File: config.mk
export PLATFORM = sky130hd
export DESIGN_NAME = word_serializer
export DESIGN_NICKNAME = d
export VERILOG_FILES = /design/src/rtl/word_serializer.sv
export SDC_FILE = /design/constraint.sdc
export NUM_CORES = 1
export LEC_CHECK = 0
export CORE_UTILIZATION = 25
export DETAILED_ROUTE_END_ITERATION = 10
export GPL_ROUTABILITY_DRIVEN = 1
export PLACE_DENSITY = 0.56
export SYNTH_ARGS = -nofsm -noshare
export SYNTH_HDL_FRONTEND = slang
export SYNTH_SLANG_ARGS = --single-unit
File: constraint.sdc
create_clock -name clk -period 1.85 [get_ports clk]
set_clock_uncertainty 0.05 [all_clocks]
set_input_delay 0.37 -clock clk [delete_from_list [all_inputs] [get_ports clk]]
set_output_delay 0.37 -clock clk [all_outputs]
set_load 0.02 [all_outputs]
File: src/rtl/word_serializer.sv
// Parallel-to-serial stage: accepts WIDTH-bit words on a valid/ready handshake and emits one bit per clock.
// Define SERIALIZER_LSB_FIRST_EN to send each word LSB first (default is MSB first).
module word_serializer #(
    parameter int WIDTH = 8,
    parameter int GAP   = 0
) (
    input  logic             clk,
    input  logic             rst,
    input  logic [WIDTH-1:0] din,
    input  logic             din_valid,
    output logic             din_ready,
    output logic             bit_out,
    output logic             bit_valid,
    output logic             frame_done,
    output logic             busy
);
    // Handshake: a word transfers on a rising edge where din_valid & din_ready;
    // din_ready is high only in IDLE outside reset, and din is ignored otherwise.

    localparam int CNT_W = $clog2(WIDTH);
    localparam logic [CNT_W-1:0] BIT_LAST = CNT_W'(WIDTH - 1);
    localparam logic [7:0]       GAP_LAST = (GAP > 0) ? 8'(GAP - 1) : 8'd0;

    typedef enum logic [1:0] {
        S_IDLE  = 2'd0,
        S_SHIFT = 2'd1,
        S_GAP   = 2'd2
    } state_t;

    state_t           state;
    state_t           state_next;
    logic [WIDTH-1:0] shift_reg;
    logic [CNT_W-1:0] bit_cnt;
    logic [7:0]       gap_cnt;
    logic             accept;

    assign din_ready = (state == S_IDLE) & ~rst;
    assign accept    = din_valid & din_ready;

    always_ff @(posedge clk or posedge rst) begin
        if (rst) begin
            state <= S_IDLE;
        end else begin
            state <= state_next;
        end
    end

    always_comb begin
        state_next = state;
        bit_valid  = 1'b0;
        bit_out    = 1'b0;
        frame_done = 1'b0;
        busy       = 1'b1;
        case (state)
            S_IDLE: begin
                busy = 1'b0;
                if (accept) begin
                    state_next = S_SHIFT;
                end
            end
            S_SHIFT: begin
                bit_valid = 1'b1;
`ifdef SERIALIZER_LSB_FIRST_EN
                bit_out   = shift_reg[0];
`else
                bit_out   = shift_reg[WIDTH-1];
`endif
                if (bit_cnt == BIT_LAST) begin
                    frame_done = 1'b1;
                    state_next = (GAP > 0) ? S_GAP : S_IDLE;
                end
            end
            S_GAP: begin
                if (gap_cnt == GAP_LAST) begin
                    state_next = S_IDLE;
                end
            end
            default: begin
                // Unused encoding: report idle and fall back to IDLE on the next edge.
                busy       = 1'b0;
                state_next = S_IDLE;
            end
        endcase
    end

    // Datapath: counters saturate at their terminal values instead of wrapping.
    always_ff @(posedge clk or posedge rst) begin
        if (rst) begin
            shift_reg <= '0;
            bit_cnt   <= '0;
            gap_cnt   <= '0;
        end else begin
            case (state)
                S_IDLE: begin
                    if (accept) begin
                        shift_reg <= din;
                        bit_cnt   <= '0;
                    end
                end
                S_SHIFT: begin
`ifdef SERIALIZER_LSB_FIRST_EN
                    shift_reg <= {1'b0, shift_reg[WIDTH-1:1]};
`else
                    shift_reg <= {shift_reg[WIDTH-2:0], 1'b0};
`endif
                    if (bit_cnt != BIT_LAST) begin
                        bit_cnt <= bit_cnt + CNT_W'(1);
                    end
                    gap_cnt <= '0;
                end
                S_GAP: begin
                    if (gap_cnt != GAP_LAST) begin
                        gap_cnt <= gap_cnt + 8'd1;
                    end
                end
                default: begin
                    bit_cnt <= '0;
                    gap_cnt <= '0;
                end
            endcase
        end
    end

endmodule

==> results of run 1 <==
## layout by cell type, fill, tap and decap left out, types with 2 or more instances in the layout
| cell type | netlist | final |
|---|---|---|
| a22o_2 | 2 | 2 |
| buf_4 | 2 | 10 |
| clkbuf_4 | 0 | 3 |
| clkdlybuf4s50_1 | 0 | 11 |
| dfrtp_1 | 12 | 11 |
| dlygate4sd2_1 | 0 | 3 |
| ha_1 | 3 | 2 |
| inv_1 | 2 | 2 |
| mux2i_1 | 8 | 8 |
| nand2_1 | 8 | 8 |
| nor2_1 | 3 | 3 |
| o21ai_1 | 7 | 7 |
## worst reg2reg max path, cell delays in order (launching register included)
cell      delay, ns
dfrtp_1        0.39
ha_2           0.20
ha_1           0.19
and2_4         0.16
o21bai_4       0.17
mux2_4         0.26
## worst max path at each step
| stage | depth (start not counted) | to | from |
|---|---|---|---|
| floorplan | 3 | din_ready | state[0] |
| global placement | 3 | din_ready | rst |
| detailed placement | 4 | frame_done | bit_cnt[0] |
| CTS | 4 | frame_done | bit_cnt[0] |
| global route | 2 | bit_out | state[0] |
| finish | 2 | bit_out | state[0] |
## stage by stage
stage          instances  setup WS, ns  setup TNS (ns)  utilization, %
2_1_floorplan         55         0.307               0               -
3_3_place_gp         102       -0.0450         -0.0804            36.4
3_5_place_dp         102       -0.0492         -0.0958            36.4
4_1_cts              108        0.0295               0            38.4
5_1_grt              108       0.00623               0            38.5
6_report             108        0.0583               0            38.5
## cells in the mapped netlist, types with 2 or more instances
cell type  instances  area [um^2]
o21ai_1            7         35.0
nor2_1             3         11.3
dfrtp_1           12          300
mux2i_1            8         80.1
a22o_2             2         20.0
ha_1               3         37.5
nand2_1            8         30.0
buf_4              2         15.0
inv_1              2         7.51
## repair_timing
item,in CTS,in global routing
gates resized for setup,8,1
buffers inserted,2,0
endpoints found under the setup margin,5,1
## power by group
part           internal, mW  switching [mW]  total, mW  leakage [nW]
combinational         0.314           0.259      0.574         0.235
sequential            0.371          0.0633      0.434         0.153
clock                 0.119          0.0845      0.204        0.0210
total                 0.804           0.407       1.21         0.409
## layout make-up
cell class	instances	area, um^2
clock buffers	4	36.3
well taps	28	35.0
repair buffers	25	216
fillers	230	1400
flip-flops and latches	12	302
inverters	2	7.51
multi-input cells	37	279
## layer usage
| metal | routed length, um | vias to the layer above |
|---|---|---|
| met4 | 0 | 0 |
| met5 | 0 | - |
| met3 | 78 | 0 |
| li1 | - | 237 |
| met2 | 545 | 12 |
| met1 | 527 | 216 |
## cells by family after synthesis
| logic type | share of synthesized area [%] |
|---|---|
| compound gates | 12.8 |
| flops | 48.8 |
| buf+inv | 6.30 |
| mux | 15.4 |
| simple gates | 10.6 |
| fa+ha+maj | 6.10 |
==> flow_summary_export.csv, run 1 <==
group,metric,value,unit
routing,drcViolationCount,0,
global_routing,antenna_found_initial,0,
synth,syn_avg_cell_area,11.2,um^2
global_routing,grt_pass1_vias,454,
flow_run,cap_violations,0,
worst_setup_path,endpoint_kind,"output port",
die,die-area,2660,um^2
global_routing,grt_first_pass_wirelength,1970,um
power,ir_drop,0.000804,V
sta,final_hold_viol_count,0,
global_routing,grt.met1_usage,11.8,%
clock_network,cts.htree.levels,1,
worst_setup_path,regToRegSetupSlack,0.32,ns
finish,diodes,0,
routing,final_antenna_net_count,0,
die,die_h,51.6,um
routing,dr.pass1.iters,2,
die,die_w,51.6,um
clock_network,clk_pin_slew,0.08,ns
synth,yosysSeqAreaShare,48.8,%
finish,layout-drive-gt1-share,28.7,%
die,floorplan.initialDensity,27.0,%
sta,fin_crit_sh,96.8,%
finish,final_area,876,um^2
sta,period_needed,1.79,ns
clock_network,cts_buffers,3,
sta,slew_headroom,67.8,%
worst_setup_path,cp.buffers_inverters,1,
worst_setup_path,crit_chain,"and2_1 -> clkdlybuf4s50_1",
placed_design,routabilityCongestion,0.706,
sta,fin_hold_ws,0.437,ns
synth,syn-num-nets,69,
power,fin_total_pwr,1.21,mW
synth,yosys_warnings,0,
sta,setup_violations,0,
worst_setup_path,crit_required,1.43,ns
worst_hold_path,hp-class,"flop to flop",
worst_setup_path,cp_slowest_stage_delay,0.59,ns
global_routing,grtUsageMet2,17.1,%
placed_design,dpl.hpwl,844,um
global_routing,busiest_layer,"met2",
worst_setup_path,ff2ff_path_depth,5,
sta,worstMarginPinSlew,0.482,ns
worst_setup_path,crit_slowest_cell,"clkdlybuf4s50_1",
die,rows,17,
sta,drv_slew,0,
synth,synthDistinctLibCells,17,
placed_design,placement.io_buffers,15,
routing,wl_per_cell,10.7,um
global_routing,grt_max_degree,13,
global_routing,grt_overflow,0,
clock_network,cts_root_buffer,"clkbuf_4",
run_status,outcome,"finished clean",
finish,areaGrowthSynthToFinish,42.3,%
worst_setup_path,crit_fanout,4,
worst_setup_path,crit_family,"buffers and inverters",
worst_setup_path,cp-start-kind,"flop",
power,leakage,0.409,nW
clock_network,hold_buffers,0,
worst_setup_path,crit-reg2reg-launch,"bit_cnt[0]",
finish,layout.nets,95,
routing,via_per_inst,4.31,
clock_network,clk_latency,0.27,ns
worst_hold_path,min_to,"shift_reg[7]",
synth,synth_edf_count,0,
sta,rsz0062_at_grt,"false",
routing,routed-via-count,465,
die,ioPinCount,16,
worst_setup_path,r2r-end,"bit_cnt[0]",
worst_setup_path,path_class,"flop to output port",
global_routing,grt_util_all_layers,10.1,%
synth,synth_seq_cells,12,
clock_network,clock_path_buffers,2,
synth,netlist_area,616,um^2
global_routing,use_met3,4.97,%
synth,async_flop_share,100,%
synth,syn_inst,55,
die,core-area,2280,um^2
clock_network,cts_sinks,12,
placed_design,placed_area,830,um^2
routing,drt_iter0_markers,3,
worst_hold_path,hold_start,"shift_reg[6]",
finish,largest_reg_flops,8,
worst_hold_path,hold_depth,2,
sta,fmax,558,MHz
synth,ys_dominant_reg_cell,"dfrtp_1",
power,powerDensity,1380,nW/um^2
worst_setup_path,crit_arrival,1.37,ns
routing,drt_wl_total,1150,um
clock_network,cts_tree,"done",
No activity file was read; power rests on OpenSTA's default activity.
==> inputs of run 2 (changes only) <==
--- a/config.mk
+++ b/config.mk
@@ -5,10 +5,10 @@
 export SDC_FILE = /design/constraint.sdc
 export NUM_CORES = 1
 export LEC_CHECK = 0
-export CORE_UTILIZATION = 25
+export CORE_UTILIZATION = 45
 export DETAILED_ROUTE_END_ITERATION = 10
 export GPL_ROUTABILITY_DRIVEN = 1
-export PLACE_DENSITY = 0.56
+export PLACE_DENSITY = 0.84
 export SYNTH_ARGS = -nofsm -noshare
 export SYNTH_HDL_FRONTEND = slang
 export SYNTH_SLANG_ARGS = --single-unit
==> run 2 against run 1 <==
  * Global-route usage rose by 5.5 points
  * Sequential power fell by 3%
  * Sequential share of layout area increased by 1.7 points
  * Critical path depth up 2
==> flow_summary_export.csv, run 2 (synthesis gave the netlist of run 1 again) <==
group,metric,value,unit
routing,via_per_inst,4.84,
sta,fin_hold_ws,0.445,ns
finish,nFillCells,89,
sta,worst_slack,0.0500,ns
placed_design,placement.io_buffers,15,
sta,setup_tns,0,ns
routing,final_antenna_net_count,0,
sta,drv_slew,0,
sta,final_hold_viol_count,0,
run_status,outcome,"finished clean",
placed_design,dp.cells,86,
finish,layout_commonest_cell,"dfrtp_1",
worst_setup_path,crit_required,1.43,ns
die,ioPinCount,16,
clock_network,clk_latency,0.26,ns
placed_design,placed_area,797,um^2
global_routing,grt_pass1_vias,397,
sta,period_needed,1.80,ns
sta,rsz0062_at_grt,"false",
finish,final_cell_mix,"dfrtp_1, clkdlybuf4s50_1, mux2i_1, nand2_1",
finish,areaGrowthSynthToFinish,35.2,%
clock_network,cts_buffers,3,
die,die_h,39.0,um
clock_network,cts_root_buffer,"clkbuf_4",
clock_network,cts_sinks,12,
worst_hold_path,hold_depth,2,
finish,layout.nets,92,
worst_setup_path,r2r-end,"bit_cnt[0]",
finish,final_area,832,um^2
power,powerDensity,1390,nW/um^2
worst_hold_path,min_to,"shift_reg[7]",
routing,dr.pass1.iters,4,
global_routing,grt_overflow,0,
clock_network,cts.htree.levels,1,
die,core-area,1190,um^2
power,leakage,0.397,nW
routing,drt_iter0_markers,8,
clock_network,cts_tree,"done",
clock_network,hold_buffers,0,
routing,routed-via-count,440,
finish,diodes,0,
sta,fmax,556,MHz
worst_setup_path,crit_arrival,1.38,ns
flow_run,cap_violations,0,
global_routing,antenna_found_initial,0,
finish,largest_reg_flops,8,
routing,drt_wl_total,1020,um
placed_design,preCtsSetupSlack,-0.0560,ns
die,die_w,39.0,um
worst_setup_path,ff2ff_path_depth,5,
placed_design,routabilityCongestion,0.711,
die,die-area,1520,um^2
finish,fin_util,70.1,%
finish,stdcell_count,91,
die,floorplan.initialDensity,51.9,%
worst_setup_path,path_class,"flop to output port",
worst_setup_path,crit-reg2reg-launch,"bit_cnt[0]",
worst_setup_path,crit_fanout,2,
global_routing,grt_first_pass_wirelength,1600,um
placed_design,dpl.hpwl,768,um
power,ir_drop,0.000843,V
power,fin_total_pwr,1.15,mW
clock_network,clock_path_buffers,2,
worst_hold_path,hp-class,"flop to flop",
routing,wl_per_cell,11.2,um
die,rows,12,
sta,fin_crit_sh,97.3,%
sta,slew_headroom,70.6,%
worst_setup_path,endpoint_kind,"output port",
finish,seq_area,300,um^2
sta,setup_violations,0,
clock_network,clk_pin_slew,0.07,ns
routing,drcViolationCount,0,
worst_setup_path,regToRegSetupSlack,0.29,ns
worst_setup_path,cp-start-kind,"flop",
sta,worstMarginPinSlew,0.440,ns
worst_hold_path,hold_start,"shift_reg[6]",
finish,layout-drive-gt1-share,23.4,%
global_routing,grt_max_degree,15,
global_routing,grt_util_all_layers,15.6,%
finish,multi_input_area,277,um^2
run 2: changes by cell type in the layout (fill, tap and decap cells not counted), sizes merged:
cell,previous run,this run
buf,11,8
run 2: report_power, final:
group / leakage, nW / total [mW] / switching [mW] / internal, mW
combinational: 0.223 / 0.533 / 0.256 / 0.278
clock: 0.0210 / 0.200 / 0.0808 / 0.119
sequential: 0.153 / 0.420 / 0.0512 / 0.369
run 2: what timing repair did:
action / 4_1_cts / 5_1_grt
setup buffers: 1 / 0
resized for setup: 7 / 0
setup endpoints to repair: 5 / 0
run 2: layout make-up:
type                       count  share of cell area [%]
multi-input combinational     37                    33.2
tap                           14                    2.11
sequential                    12                    36.1
inverter                       2                   0.902
clock buffer                   4                    4.36
timing repair buffer          22                    23.3
run 2: worst max-delay path by stage:
stage	from	endpoint	slack, ns	cells after the start
after floorplan	state[0]	din_ready	0.31	3
after global placement	rst	din_ready	-0.04	3
after detailed placement	rst	din_ready	-0.06	3
after CTS	bit_cnt[0]	frame_done	0.04	4
after global routing	bit_cnt[0]	frame_done	0.006	4
final	bit_cnt[0]	frame_done	0.05	4
run 2: critical path, cell delays in order, from the launching register on:
cell,delay (ns)
dfrtp_1,0.38
ha_1,0.22
ha_1,0.20
and2_4,0.16
buf_2,0.15
run 2: per-layer routing:
| metal | share of wire, % | GRT usage (%) |
|---|---|---|
| met5 | 0 | 0 |
| met4 | 0 | 7.76 |
| met2 | 46 | 22.5 |
| met3 | 6.1 | 1.73 |
| met1 | 48 | 23.1 |
